--- config.mk ---
export PLATFORM = sky130hd
export DESIGN_NAME = mmss_time_loader_flat
export DESIGN_NICKNAME = d
export VERILOG_FILES = /design/src/rtl/microwave_pkg.sv /design/src/rtl/mmss_time_loader_if.sv /design/src/rtl/mmss_decrement.sv /design/src/rtl/mmss_time_loader.sv /design/src/flat_wrapper.sv
export SDC_FILE = /design/constraint.sdc
export NUM_CORES = 1
export LEC_CHECK = 0
export ABC_AREA = 1
export BUFFER_PORTS_ARGS = -buffer_cell sky130_fd_sc_hd__buf_2
export CAP_MARGIN = 10
export CORE_MARGIN = 5
export CORE_UTILIZATION = 25
export CTS_CLUSTER_DIAMETER = 150
export DETAILED_ROUTE_END_ITERATION = 12
export GPL_TIMING_DRIVEN = 0
export PLACE_DENSITY = 0.37
export SYNTH_ARGS = -nofsm -noshare
export SYNTH_HDL_FRONTEND = slang
export SYNTH_SLANG_ARGS = --single-unit
--- constraint.sdc ---
create_clock -name clk -period 1.89 [get_ports clk]
set_input_delay 0.189 -clock clk [delete_from_list [all_inputs] [get_ports clk]]
set_output_delay 0.189 -clock clk [all_outputs]
set_load 0.1 [all_outputs]
--- src/rtl/microwave_pkg.sv ---
`default_nettype none
// ============================================================================
// Package     : microwave_pkg
// Description : Shared types and constants for the MM:SS cook-time loader.
//               State encoding, a packed four-digit BCD time word, and the
//               BCD limits used by the loader and its decrement helper.
// Revision    : 1.0 - initial release
// ============================================================================
package microwave_pkg;

  typedef enum logic [2:0] {
    ST_IDLE  = 3'd0,
    ST_ENTRY = 3'd1,
    ST_COUNT = 3'd2,
    ST_PAUSE = 3'd3,
    ST_DONE  = 3'd4
  } state_t;

  // Digit order matches the display, most significant first.
  typedef struct packed {
    logic [3:0] min_tens;
    logic [3:0] min_ones;
    logic [3:0] sec_tens;
    logic [3:0] sec_ones;
  } mmss_t;

  localparam logic [3:0] DIGIT_MAX     = 4'd9;
  localparam logic [3:0] SEC_TENS_WRAP = 4'd5;
  localparam logic [3:0] BCD_NINE      = 4'd9;
  localparam mmss_t      ZERO_TIME     = '0;

endpackage
`default_nettype wire

--- src/rtl/mmss_time_loader_if.sv ---
`default_nettype none
// ============================================================================
// Interface   : mmss_time_loader_if
// Description : Keypad-encoder / control bus seen by the cook-time loader.
//               master : keypad encoder and buttons (drives D, loadn, pgt_1hz,
//                        startn, stopn; observes digits and status)
//               slave  : mmss_time_loader
// Revision    : 1.0 - initial release
// ============================================================================
interface mmss_time_loader_if;
  logic [3:0] D;
  logic       loadn;
  logic       pgt_1hz;
  logic       startn;
  logic       stopn;
  logic [3:0] min_tens;
  logic [3:0] min_ones;
  logic [3:0] sec_tens;
  logic [3:0] sec_ones;
  logic       enablen;
  logic       cooking;
  logic       done;

  modport master (
    output D, loadn, pgt_1hz, startn, stopn,
    input  min_tens, min_ones, sec_tens, sec_ones, enablen, cooking, done
  );

  modport slave (
    input  D, loadn, pgt_1hz, startn, stopn,
    output min_tens, min_ones, sec_tens, sec_ones, enablen, cooking, done
  );
endinterface
`default_nettype wire

--- src/rtl/mmss_decrement.sv ---
`default_nettype none
// ============================================================================
// Module      : mmss_decrement
// Description : Combinational one-second BCD decrement of an MM:SS word.
//               Seconds borrow from minutes by reloading SEC_TENS_WRAP:9, so
//               keyed seconds above 59 simply count down digit by digit.
// Ports       : cur  - present time
//               nxt  - time minus one second
//               zero - nxt is 00:00
// Revision    : 1.0 - initial release
// ============================================================================
module mmss_decrement #(
  parameter logic [3:0] SEC_TENS_WRAP = microwave_pkg::SEC_TENS_WRAP
) (
  input  microwave_pkg::mmss_t cur,
  output microwave_pkg::mmss_t nxt,
  output logic                 zero
);
  import microwave_pkg::*;

  always_comb begin
    nxt = cur;
    if (cur.sec_ones != 4'd0) begin
      nxt.sec_ones = cur.sec_ones - 4'd1;
    end else if (cur.sec_tens != 4'd0) begin
      nxt.sec_tens = cur.sec_tens - 4'd1;
      nxt.sec_ones = BCD_NINE;
    end else begin
      // Minutes borrow: seconds reload, then the same ones/tens borrow on minutes.
      nxt.sec_tens = SEC_TENS_WRAP;
      nxt.sec_ones = BCD_NINE;
      if (cur.min_ones != 4'd0) begin
        nxt.min_ones = cur.min_ones - 4'd1;
      end else begin
        nxt.min_ones = BCD_NINE;
        nxt.min_tens = cur.min_tens - 4'd1;
      end
    end
    zero = (nxt == ZERO_TIME);
  end
endmodule
`default_nettype wire

--- src/rtl/mmss_time_loader.sv ---
`default_nettype none
// ============================================================================
// Module      : mmss_time_loader
// Description : Shifts keyed BCD digits into an MM:SS cook time, counts it
//               down once per pgt_1hz rise, and locks the keypad while timing.
// Ports       : clk     - system clock
//               clearn  - asynchronous active-low reset
//               bus     - slave side of mmss_time_loader_if (key code, strobes,
//                         buttons in; digits, enablen, cooking, done out)
// Revision    : 1.0 - initial release
// ============================================================================
module mmss_time_loader #(
  parameter logic [3:0] SEC_TENS_WRAP = microwave_pkg::SEC_TENS_WRAP,
  parameter logic [3:0] DIGIT_MAX     = microwave_pkg::DIGIT_MAX
) (
  input  logic                  clk,
  input  logic                  clearn,
  mmss_time_loader_if.slave     bus
);
  import microwave_pkg::*;

  state_t state;
  mmss_t  cook_time;
  mmss_t  shifted;
  mmss_t  dec_time;
  logic   dec_zero;
  logic   enablen_q, cooking_q, done_q;

  // Previous-sample registers reset to 1 so no event is seen right after reset.
  logic   load_prev, start_prev, stop_prev, pgt_prev;
  logic   load_ev, start_ev, stop_ev, tick_ev;
  logic   key_ok, time_nonzero;

  assign load_ev  = load_prev  & ~bus.loadn;
  assign start_ev = start_prev & ~bus.startn;
  assign stop_ev  = stop_prev  & ~bus.stopn;
  assign tick_ev  = ~pgt_prev  &  bus.pgt_1hz;

  assign key_ok       = (bus.D <= DIGIT_MAX);
  assign time_nonzero = (cook_time != ZERO_TIME);
  assign shifted      = {cook_time.min_ones, cook_time.sec_tens, cook_time.sec_ones, bus.D};

  mmss_decrement #(
    .SEC_TENS_WRAP (SEC_TENS_WRAP)
  ) u_dec (
    .cur  (cook_time),
    .nxt  (dec_time),
    .zero (dec_zero)
  );

  always_ff @(posedge clk or negedge clearn) begin
    if (!clearn) begin
      state      <= ST_IDLE;
      cook_time  <= ZERO_TIME;
      enablen_q  <= 1'b0;
      cooking_q  <= 1'b0;
      done_q     <= 1'b0;
      load_prev  <= 1'b1;
      start_prev <= 1'b1;
      stop_prev  <= 1'b1;
      pgt_prev   <= 1'b1;
    end else begin
      load_prev  <= bus.loadn;
      start_prev <= bus.startn;
      stop_prev  <= bus.stopn;
      pgt_prev   <= bus.pgt_1hz;

      case (state)
        ST_IDLE: begin
          if (load_ev && key_ok) begin
            cook_time <= shifted;
            state     <= ST_ENTRY;
          end
        end

        ST_ENTRY: begin
          if (stop_ev) begin
            cook_time <= ZERO_TIME;
            state     <= ST_IDLE;
          end else if (start_ev && time_nonzero) begin
            state     <= ST_COUNT;
            enablen_q <= 1'b1;
            cooking_q <= 1'b1;
          end else if (load_ev && key_ok) begin
            cook_time <= shifted;
          end
        end

        ST_COUNT: begin
          // Stop wins over a coincident tick; that tick is dropped.
          if (stop_ev) begin
            state     <= ST_PAUSE;
            cooking_q <= 1'b0;
          end else if (tick_ev) begin
            cook_time <= dec_time;
            if (dec_zero) begin
              state     <= ST_DONE;
              enablen_q <= 1'b0;
              cooking_q <= 1'b0;
              done_q    <= 1'b1;
            end
          end
        end

        ST_PAUSE: begin
          // Ticks are ignored here, including one coincident with start.
          if (stop_ev) begin
            cook_time <= ZERO_TIME;
            state     <= ST_IDLE;
            enablen_q <= 1'b0;
          end else if (start_ev) begin
            state     <= ST_COUNT;
            cooking_q <= 1'b1;
          end
        end

        ST_DONE: begin
          // The key that acknowledges completion is not loaded.
          if (load_ev || start_ev || stop_ev) begin
            cook_time <= ZERO_TIME;
            state     <= ST_IDLE;
            done_q    <= 1'b0;
          end
        end

        default: begin
          cook_time <= ZERO_TIME;
          state     <= ST_IDLE;
          enablen_q <= 1'b0;
          cooking_q <= 1'b0;
          done_q    <= 1'b0;
        end
      endcase
    end
  end

  assign bus.min_tens = cook_time.min_tens;
  assign bus.min_ones = cook_time.min_ones;
  assign bus.sec_tens = cook_time.sec_tens;
  assign bus.sec_ones = cook_time.sec_ones;
  assign bus.enablen  = enablen_q;
  assign bus.cooking  = cooking_q;
  assign bus.done     = done_q;

endmodule
`default_nettype wire

--- src/flat_wrapper.sv ---
// flat-port wrapper written by rule: the top's interface ports become plain ports
module mmss_time_loader_flat import microwave_pkg::*;
#(
  parameter logic [3:0] SEC_TENS_WRAP = microwave_pkg::SEC_TENS_WRAP,
  parameter logic [3:0] DIGIT_MAX     = microwave_pkg::DIGIT_MAX
)
  (clk, clearn, bus_D, bus_loadn, bus_pgt_1hz, bus_startn, bus_stopn, bus_min_tens, bus_min_ones, bus_sec_tens, bus_sec_ones, bus_enablen, bus_cooking, bus_done);
  mmss_time_loader_if bus_i ();
  input  logic clk;
  input  logic clearn;
  input wire logic [$bits(bus_i.D)-1:0] bus_D;
  input wire logic [$bits(bus_i.loadn)-1:0] bus_loadn;
  input wire logic [$bits(bus_i.pgt_1hz)-1:0] bus_pgt_1hz;
  input wire logic [$bits(bus_i.startn)-1:0] bus_startn;
  input wire logic [$bits(bus_i.stopn)-1:0] bus_stopn;
  output wire logic [$bits(bus_i.min_tens)-1:0] bus_min_tens;
  output wire logic [$bits(bus_i.min_ones)-1:0] bus_min_ones;
  output wire logic [$bits(bus_i.sec_tens)-1:0] bus_sec_tens;
  output wire logic [$bits(bus_i.sec_ones)-1:0] bus_sec_ones;
  output wire logic [$bits(bus_i.enablen)-1:0] bus_enablen;
  output wire logic [$bits(bus_i.cooking)-1:0] bus_cooking;
  output wire logic [$bits(bus_i.done)-1:0] bus_done;
  assign bus_i.D = bus_D;
  assign bus_i.loadn = bus_loadn;
  assign bus_i.pgt_1hz = bus_pgt_1hz;
  assign bus_i.startn = bus_startn;
  assign bus_i.stopn = bus_stopn;
  assign bus_min_tens = bus_i.min_tens;
  assign bus_min_ones = bus_i.min_ones;
  assign bus_sec_tens = bus_i.sec_tens;
  assign bus_sec_ones = bus_i.sec_ones;
  assign bus_enablen = bus_i.enablen;
  assign bus_cooking = bus_i.cooking;
  assign bus_done = bus_i.done;
  mmss_time_loader #(.SEC_TENS_WRAP(SEC_TENS_WRAP), .DIGIT_MAX(DIGIT_MAX)) u_core (.clk(clk), .clearn(clearn), .bus(bus_i));
endmodule
==> key figures, run 1 <==
Drt
  • DR vias: 2115
  • Avg Vias per Cell: 4.67
  • Total Routed Length: 6790 um
  • WL per Instance: 15.0 um
  • DRT iter0 DRCs: 113
  • Remaining antenna violation count: 0
  • First-pass DRT Iterations: 4
  • Drt drc: 0

Pwr
  • Internal power: 2.55 mW
  • Net Sw Frac: 0.571
  • Overall Power: 5.96 mW
  • VDD IR-drop max: 0.000921 V
  • Net Switching: 3.40 mW
  • PwrDens: 2040 nW/um2
  • Clock power share: 0.084
  • Combinational cell fraction of total power: 0.751
  • LEAKAGE: 1.39 nW
  • Reg power frac: 0.165

Synthesis
  • Cells after Synth: 287
  • Largest family of logic cells by synthesized area: simple AND/OR/NAND/NOR gates
  • Xor/xnor share of the synthesized area: 0.0167
  • Mean Syn Cell Area: 7.07 um2
  • Mux share of post-synthesis cell area: 0
  • Mapped Area: 2030 um2
  • Most used DFF post-synth: dfrtp_1
  • Number of synthesized flops with an enable pin: 0
  • Synth Net Count: 299
  • Yosys top cell by area: dfrtp_1
  • Post-synthesis compound-gate area fraction: 0.201
  • Top cells by count, synth: nand2_1, nor2_1, inv_1
  • Sequential area share after synthesis: 0.323
  • Post-synth top area share: 0.271
  • FF+latch count, synth: 26
  • Adder-Cell Fraction of Synth Area: 0.0123
  • Most frequent cell after synthesis: nand2_1
  • Area share of and/or/nand/nor cells after synthesis: 0.347
  • Yosys warns: 0
  • Async SR Flop Fraction: 1.00
  • Cell variety after synth: 32
  • Top cells by area, synth: dfrtp_1, nand2_1, o21ai_2

Timing
  • Worst slew pin tran: 646 ps
  • Fmax: 0.535 GHz
  • Slew HR: 0.569
  • Max-slew violation count: 0
  • Post-route setup slack: 20.6 ps
  • RSZ-0062 raised after global routing: yes
  • Post-layout min period: 1870 ps
  • Final Cycle Share: 0.989
  • Setup-failing EPs final: 0
  • Clk_skew: 6.96 ps
  • Final Hold Fails: 0

Setup path
  • Crit path max fanout: 6
  • Setup Crit Path Kind: reg2reg
  • Critical-path cell list: nor2_8, nand2_8, inv_4, nand2_1, a21oi_2, nand3_2, nor2_4, nand3_2, nand2_4, nand2_2, nand2_1, nand2_1
  • Worst Path Required: 2080 ps
  • CP max stage cell: dfrtp_4
  • Crit start category: flop
  • Critical Path AT: 2060 ps
  • CP max stage delay: 520 ps
  • Worst Setup End Kind: flop
  • CP most frequent cell: nand2_1

Cells and area
  • Area grow syn2layout: 44.1%
  • Layout Utilization: 0.374
  • Finished Cell Area: 2920 um2
  • Area occupied by multi-input gates: 1370 um2
  • Final nets: 364
  • Fill count: 852
  • Layout cells sized above 1: 0.493
  • Register Area: 684 um2
  • ANT cells: 0

Placed design
  • Final GP Congestion: 0.813
  • Post-DP Area: 2380 um2
  • Port Buffers: 28
  • Setup WS pre-CTS: -344 ps
  • DPL Wire Length: 4800 um

Floorplanning
  • # rows: 32
  • Ports: 29
  • Die area: 10000 um2
  • Die height: 100 um
  • Die Wd: 100 um
  • Initial Utilization: 0.260
  • CORE AREA: 7810 um2

Global route
  • Largest net degree at the start of global routing: 27
  • Grt ovf: 0
  • GRT Overall Usage: 0.142
  • Global-route wire length before repair: 11200 um
  • Initial antenna violation count: 0
  • Vias in the first global route: 2133

Job
  • Max-cap viol count: 0

Clocking
  • H-tree levels: 1
  • Maximum clock path buffer count: 2
  • Clk Latency, worst-skew pair: 290 ps
  • Clock root cell: clkbuf_8
  • CTS sink count: 26
  • Worst-path clk slew: 100 ps
  • CTS tree: built
  • Cts bufs inserted: 3

Hold path
  • Hold Path Class: in2reg

Outcome
  • Status: finished, final reports clean
[state kept, by name, indices dropped and copies added, names as in the netlist, 3 cells and up]
register and flops:
u_core.bus.sec_tens 4, u_core.state 3, u_core.bus.min_ones 4, u_core.bus.min_tens 4
u_core.bus.sec_ones 4
[stage by stage]
stage | hold WS, ps | instances | setup TNS, ps
4_1_cts | 10.6 | 437 | -16.4
3_5_place_dp | 271 | 417 | -4490
2_1_floorplan | -107 | 287 | -1070
3_3_place_gp | 267 | 417 | -5390
5_1_grt | 5.68 | 453 | -1470
6_report | 21.5 | 453 | 0
[power by group through the flow]
stage	combinational, mW	clock (mW)	sequential (mW)
2_1_floorplan	2.08	0	1.85
3_3_place_gp	3.72	0	0.986
3_5_place_dp	3.69	0	0.977
4_1_cts	4.22	0.525	0.990
5_1_grt	4.84	0.547	1.01
6_report	4.47	0.499	0.983
[cells by family after synthesis]
| group | count (synthesis) |
|---|---|
| AO/OA/AOI/OAI | 60 |
| XOR/XNOR | 3 |
| adder cells (fa/ha/maj) | 2 |
| buffers and inverters | 44 |
| flip-flops | 26 |
| AND/OR/NAND/NOR | 152 |
[cell type report]
type                            count  share of cell area
Tap cell                          102              0.0437
Timing Repair Buffer               61               0.146
Sequential cell                    26               0.234
Clock inverter                      1              0.0103
Buffer                              7              0.0283
Multi-Input combinational cell    217               0.470
Clock buffer                        3              0.0141
Inverter                           36              0.0544
[layout by cell type (no fill, tap or decap), types with 4 or more instances in the layout]
cell,synthesis,routed
buf_4,0,26
dlygate4sd3_1,0,4
nor2_1,34,22
o21ai_0,16,15
o32ai_1,7,7
nand3_2,0,7
dfstp_2,4,4
nand2_1,78,60
nand3_1,18,11
buf_2,0,28
dfrtp_1,22,5
nor2_2,6,12
nor2_4,3,9
nand2_4,0,5
o21ai_2,18,18
o22ai_1,7,7
nand2_2,6,19
a21oi_1,9,8
inv_1,32,30
dfrtp_2,0,14
[worst max-delay path: cells and delay by family, from the launching register on]
family,cells,cell delay (ps)
AND/OR/NAND/NOR,10,940
flip-flops,1,520
AO/OA/AOI/OAI,1,190
buffers and inverters,1,100
[per-layer routing]
layer	part of all wire	routed length, um	up-vias	track usage
li1	-	-	1069	-
met1	0.48	3280	997	0.197
met2	0.47	3180	44	0.235
met3	0.040	275	5	0.0181
met4	0.0087	59	0	0.0311
met5	0	0	-	0
[timing repair]
item / CTS / global route
endpoints found under the setup margin: 22 / 22
pin swaps: 11 / 13
setup buffers: 13 / 16
hold endpoints to repair: 25 / 0
resized for setup: 38 / 19
cloned: 1 / 0
hold buffers: 4 / 0
[final timing paths]
kind,start,end,slack (ps),cells after the start
worst min-delay path,bus_stopn,u_core.stop_prev,20,1
min in group asynchronous,clearn,u_core.bus.sec_ones[3],440,2
max in group asynchronous,clearn,u_core.bus.min_tens[0],960,2
worst min register to register,u_core.bus.cooking,u_core.bus.cooking,480,2
worst max-delay path,u_core.bus.sec_ones[0],u_core.state[1],20,12
worst max register to register,u_core.bus.sec_ones[0],u_core.state[1],20,12
Note: power is estimated with default switching activity, not from simulation.
==> run 2: changes to the inputs <==
ABC_AREA = 0   (was 1)
PLACE_DENSITY = 0.38   (was 0.37)
==> run 2 against run 1 <==
The run now ends with negative setup slack left. Setup slack got worse by 780 ps. Largest cell class unchanged. Critical path depth is 5 lower. Clock-buffer cell count is 1 higher. Worst hold slack lost 13 ps. Cell count fell by 21%.
==> key figures, run 2 <==
Outcome
  • Status: finished with violations
  • Failing checks: negative setup slack

Global route
  • GRT Overall Usage: 0.140 (-0.00115)
  • Largest net degree at the start of global routing: 27 (unchanged)
  • Global-route wire length before repair: 9860 um (-12%)
  • Vias in the first global route: 1779 (-17%)
  • Initial antenna violation count: 0 (unchanged)
  • Grt ovf: 0 (unchanged)

Placed design
  • Port Buffers: 28 (unchanged)
  • Post-DP Area: 2180 um2 (-8.5%)
  • DPL Wire Length: 4260 um (-11%)
  • Final GP Congestion: 0.764 (-6.1%)
  • Dpl cells: 329 (-21%)

Timing
  • Post-route setup slack: -760 ps (-781 ps)
  • Slew HR: 0.330 (-0.239)
  • Final Hold Fails: 0 (unchanged)
  • Post-layout min period: 2650 ps (+781 ps)
  • RSZ-0062 raised after global routing: yes
  • Worst slew pin tran: 1000 ps (+357 ps)
  • Setup-failing EPs final: 22 (+22)
  • Max-slew violation count: 0 (unchanged)
  • Final Cycle Share: 1.40 (+0.413)
  • Clk_skew: 7.00 ps (+0.0360 ps)
  • Worst hold slack: 8.19 ps (-13.4 ps)
  • Fmax: 0.377 GHz (-29%)

Synthesis
  • Yosys warns: 0 (unchanged)
  • Yosys top cell by area: dfrtp_1
  • Synth Net Count: 214 (-28%)
  • Post-synth top area share: 0.302 (+0.0303)
  • Most frequent cell after synthesis: dfrtp_1
  • Number of synthesized flops with an enable pin: 0 (unchanged)
  • Mapped Area: 1820 um2 (-10%)
  • Cell variety after synth: 63 (+97%)
  • Top cells by area, synth: dfrtp_1, dfstp_2, a221o_1
  • Mean Syn Cell Area: 9.03 um2 (+28%)
  • Async SR Flop Fraction: 1.00 (unchanged)
  • Cells after Synth: 202 (-30%)
  • Sequential area share after synthesis: 0.359 (+0.0361)
  • Most used DFF post-synth: dfrtp_1
  • Top cells by count, synth: dfrtp_1, nor2_1, o21ai_0
  • FF+latch count, synth: 26 (unchanged)

Setup path
  • Critical Path AT: 2820 ps (+760 ps)
  • Family with the most delay on the worst path: simple AND/OR/NAND/NOR gates
  • Critical-path cell list: inv_4, ha_4, or4b_4, or4_4, and3_4, or3_4, a221o_1
  • Crit start category: flop
  • CP max stage delay: 510 ps (about the same)
  • Worst Setup End Kind: flop
  • WP buf/inv: 1 (unchanged)
  • Worst Path Required: 2060 ps (-20 ps)
  • CP max stage cell: dfrtp_4
  • Setup Crit Path Kind: reg2reg
  • Crit path max fanout: 6 (unchanged)

Floorplanning
  • # rows: 31 (-3.1%)
  • Initial Utilization: 0.254 (-0.00555)
  • Die area: 9100 um2 (-9.1%)
  • Die Wd: 95.4 um (-4.6%)
  • Ports: 29 (unchanged)
  • CORE AREA: 7180 um2 (-8.1%)
  • Die height: 95.4 um (-4.6%)

Cells and area
  • Most frequent cells in the layout: buf_2, buf_4, nor2_1
  • Final nets: 271 (-26%)
  • Most common cell after layout, fill and taps aside: buf_2
  • Final Non-Filler Cells: 357 (-21%)
  • ANT cells: 0 (unchanged)
  • Layout cells sized above 1: 0.481 (-0.0123)
  • Layout Utilization: 0.364 (-0.0108)
  • Area grow syn2layout: 43.0%
  • Finished Cell Area: 2610 um2 (-11%)

Drt
  • DR vias: 1835 (-13%)
  • First-pass DRT Iterations: 4 (unchanged)
  • Remaining antenna violation count: 0 (unchanged)
  • Total Routed Length: 6110 um (-10%)
  • WL per Instance: 17.1 um (+14%)
  • Drt drc: 0 (unchanged)
  • DRT iter0 DRCs: 87 (-23%)
  • Avg Vias per Cell: 5.14 (+10%)

Clocking
  • Worst-path clk slew: 100 ps (about the same)
  • CTS tree: built
  • H-tree levels: 1 (unchanged)
  • Clk Latency, worst-skew pair: 280 ps (about the same)
  • Cts bufs inserted: 3 (unchanged)
  • CTS sink count: 26 (unchanged)
  • Clock root cell: clkbuf_8
  • Maximum clock path buffer count: 2 (unchanged)

Hold path
  • Hold Path Class: in2reg

Job
  • Max-cap viol count: 0 (unchanged)
-- run 2: cell count changes after synthesis, sizes merged, moves of 6 or more --
cell | before | now
nand2 | 85 | 8
inv | 34 | 2
nor2 | 45 | 20
o21ai | 35 | 13
nand3 | 18 | 3
nor3 | 1 | 10
a221o | 0 | 8
o32ai | 7 | 1
-- run 2: worst reg2reg max path, stage by stage (launching register included) --
cell and delay (ps):
dfrtp_4 510, inv_4 70, ha_4 120, or4b_4 440, or4_4 500, and3_4 210
or3_4 370, a221o_1 310
-- run 2: metal layers --
layer / vias up / GRT usage / wire length (um)
li1: 898 / - / -
met1: 892 / 0.203 / 2890
met2: 38 / 0.213 / 2870
met3: 7 / 0.0174 / 236
met4: 0 / 0.0533 / 108
met5: - / 0 / 0
-- run 2: kinds of logic after synthesis --
family | after synthesis | share of synthesized area
buf+inv | 17 | 0.0590
flops | 26 | 0.359
mux | 2 | 0.0110
xor+xnor | 1 | 0.00480
compound gates | 72 | 0.287
fa+ha+maj | 2 | 0.0137
simple gates | 82 | 0.265
-- run 2: layout make-up --
class                           count  area [um2]
Clock buffer                        4        55.1
Timing Repair Buffer               58         388
Buffer                              9        80.1
Tap cell                           99         124
Multi-Input combinational cell    159        1260
Sequential cell                    26         693
Fill cell                         753        4570
Inverter                            2        12.5
-- run 2: worst paths after layout --
check	startpoint	end	slack (ps)	depth (start not counted)
worst max-delay path	u_core.bus.min_tens[1]	u_core.bus.min_tens[1]	-760	7
worst min-delay path	bus_loadn	u_core.load_prev	8	1
worst max register to register	u_core.bus.min_tens[1]	u_core.bus.min_tens[1]	-760	7
worst min register to register	u_core.bus.done	u_core.bus.done	550	1
max in group asynchronous	clearn	u_core.bus.min_tens[0]	1000	2
min in group asynchronous	clearn	u_core.bus.sec_tens[1]	440	2
-- run 2: timing repair --
action / 4_1_cts / 5_1_grt
setup buffers: 16 / 11
gates resized for setup: 19 / 24
pin swaps: 9 / 15
setup endpoints to repair: 22 / 22
endpoints found under the hold margin: 24 / 0
hold buffers: 3 / 0
-- run 2: stage by stage --
step                setup slack, ps  TNS (ps)
floorplan                     -1090    -17570
global placement              -1150    -18930
detailed placement            -1100    -18400
CTS                            -829    -12810
global route                   -814    -14010
finish                         -760    -12500
Power of run 2 is not shown: default switching activity piles up to over one toggle a cycle in this logic, so the estimate is an artifact.
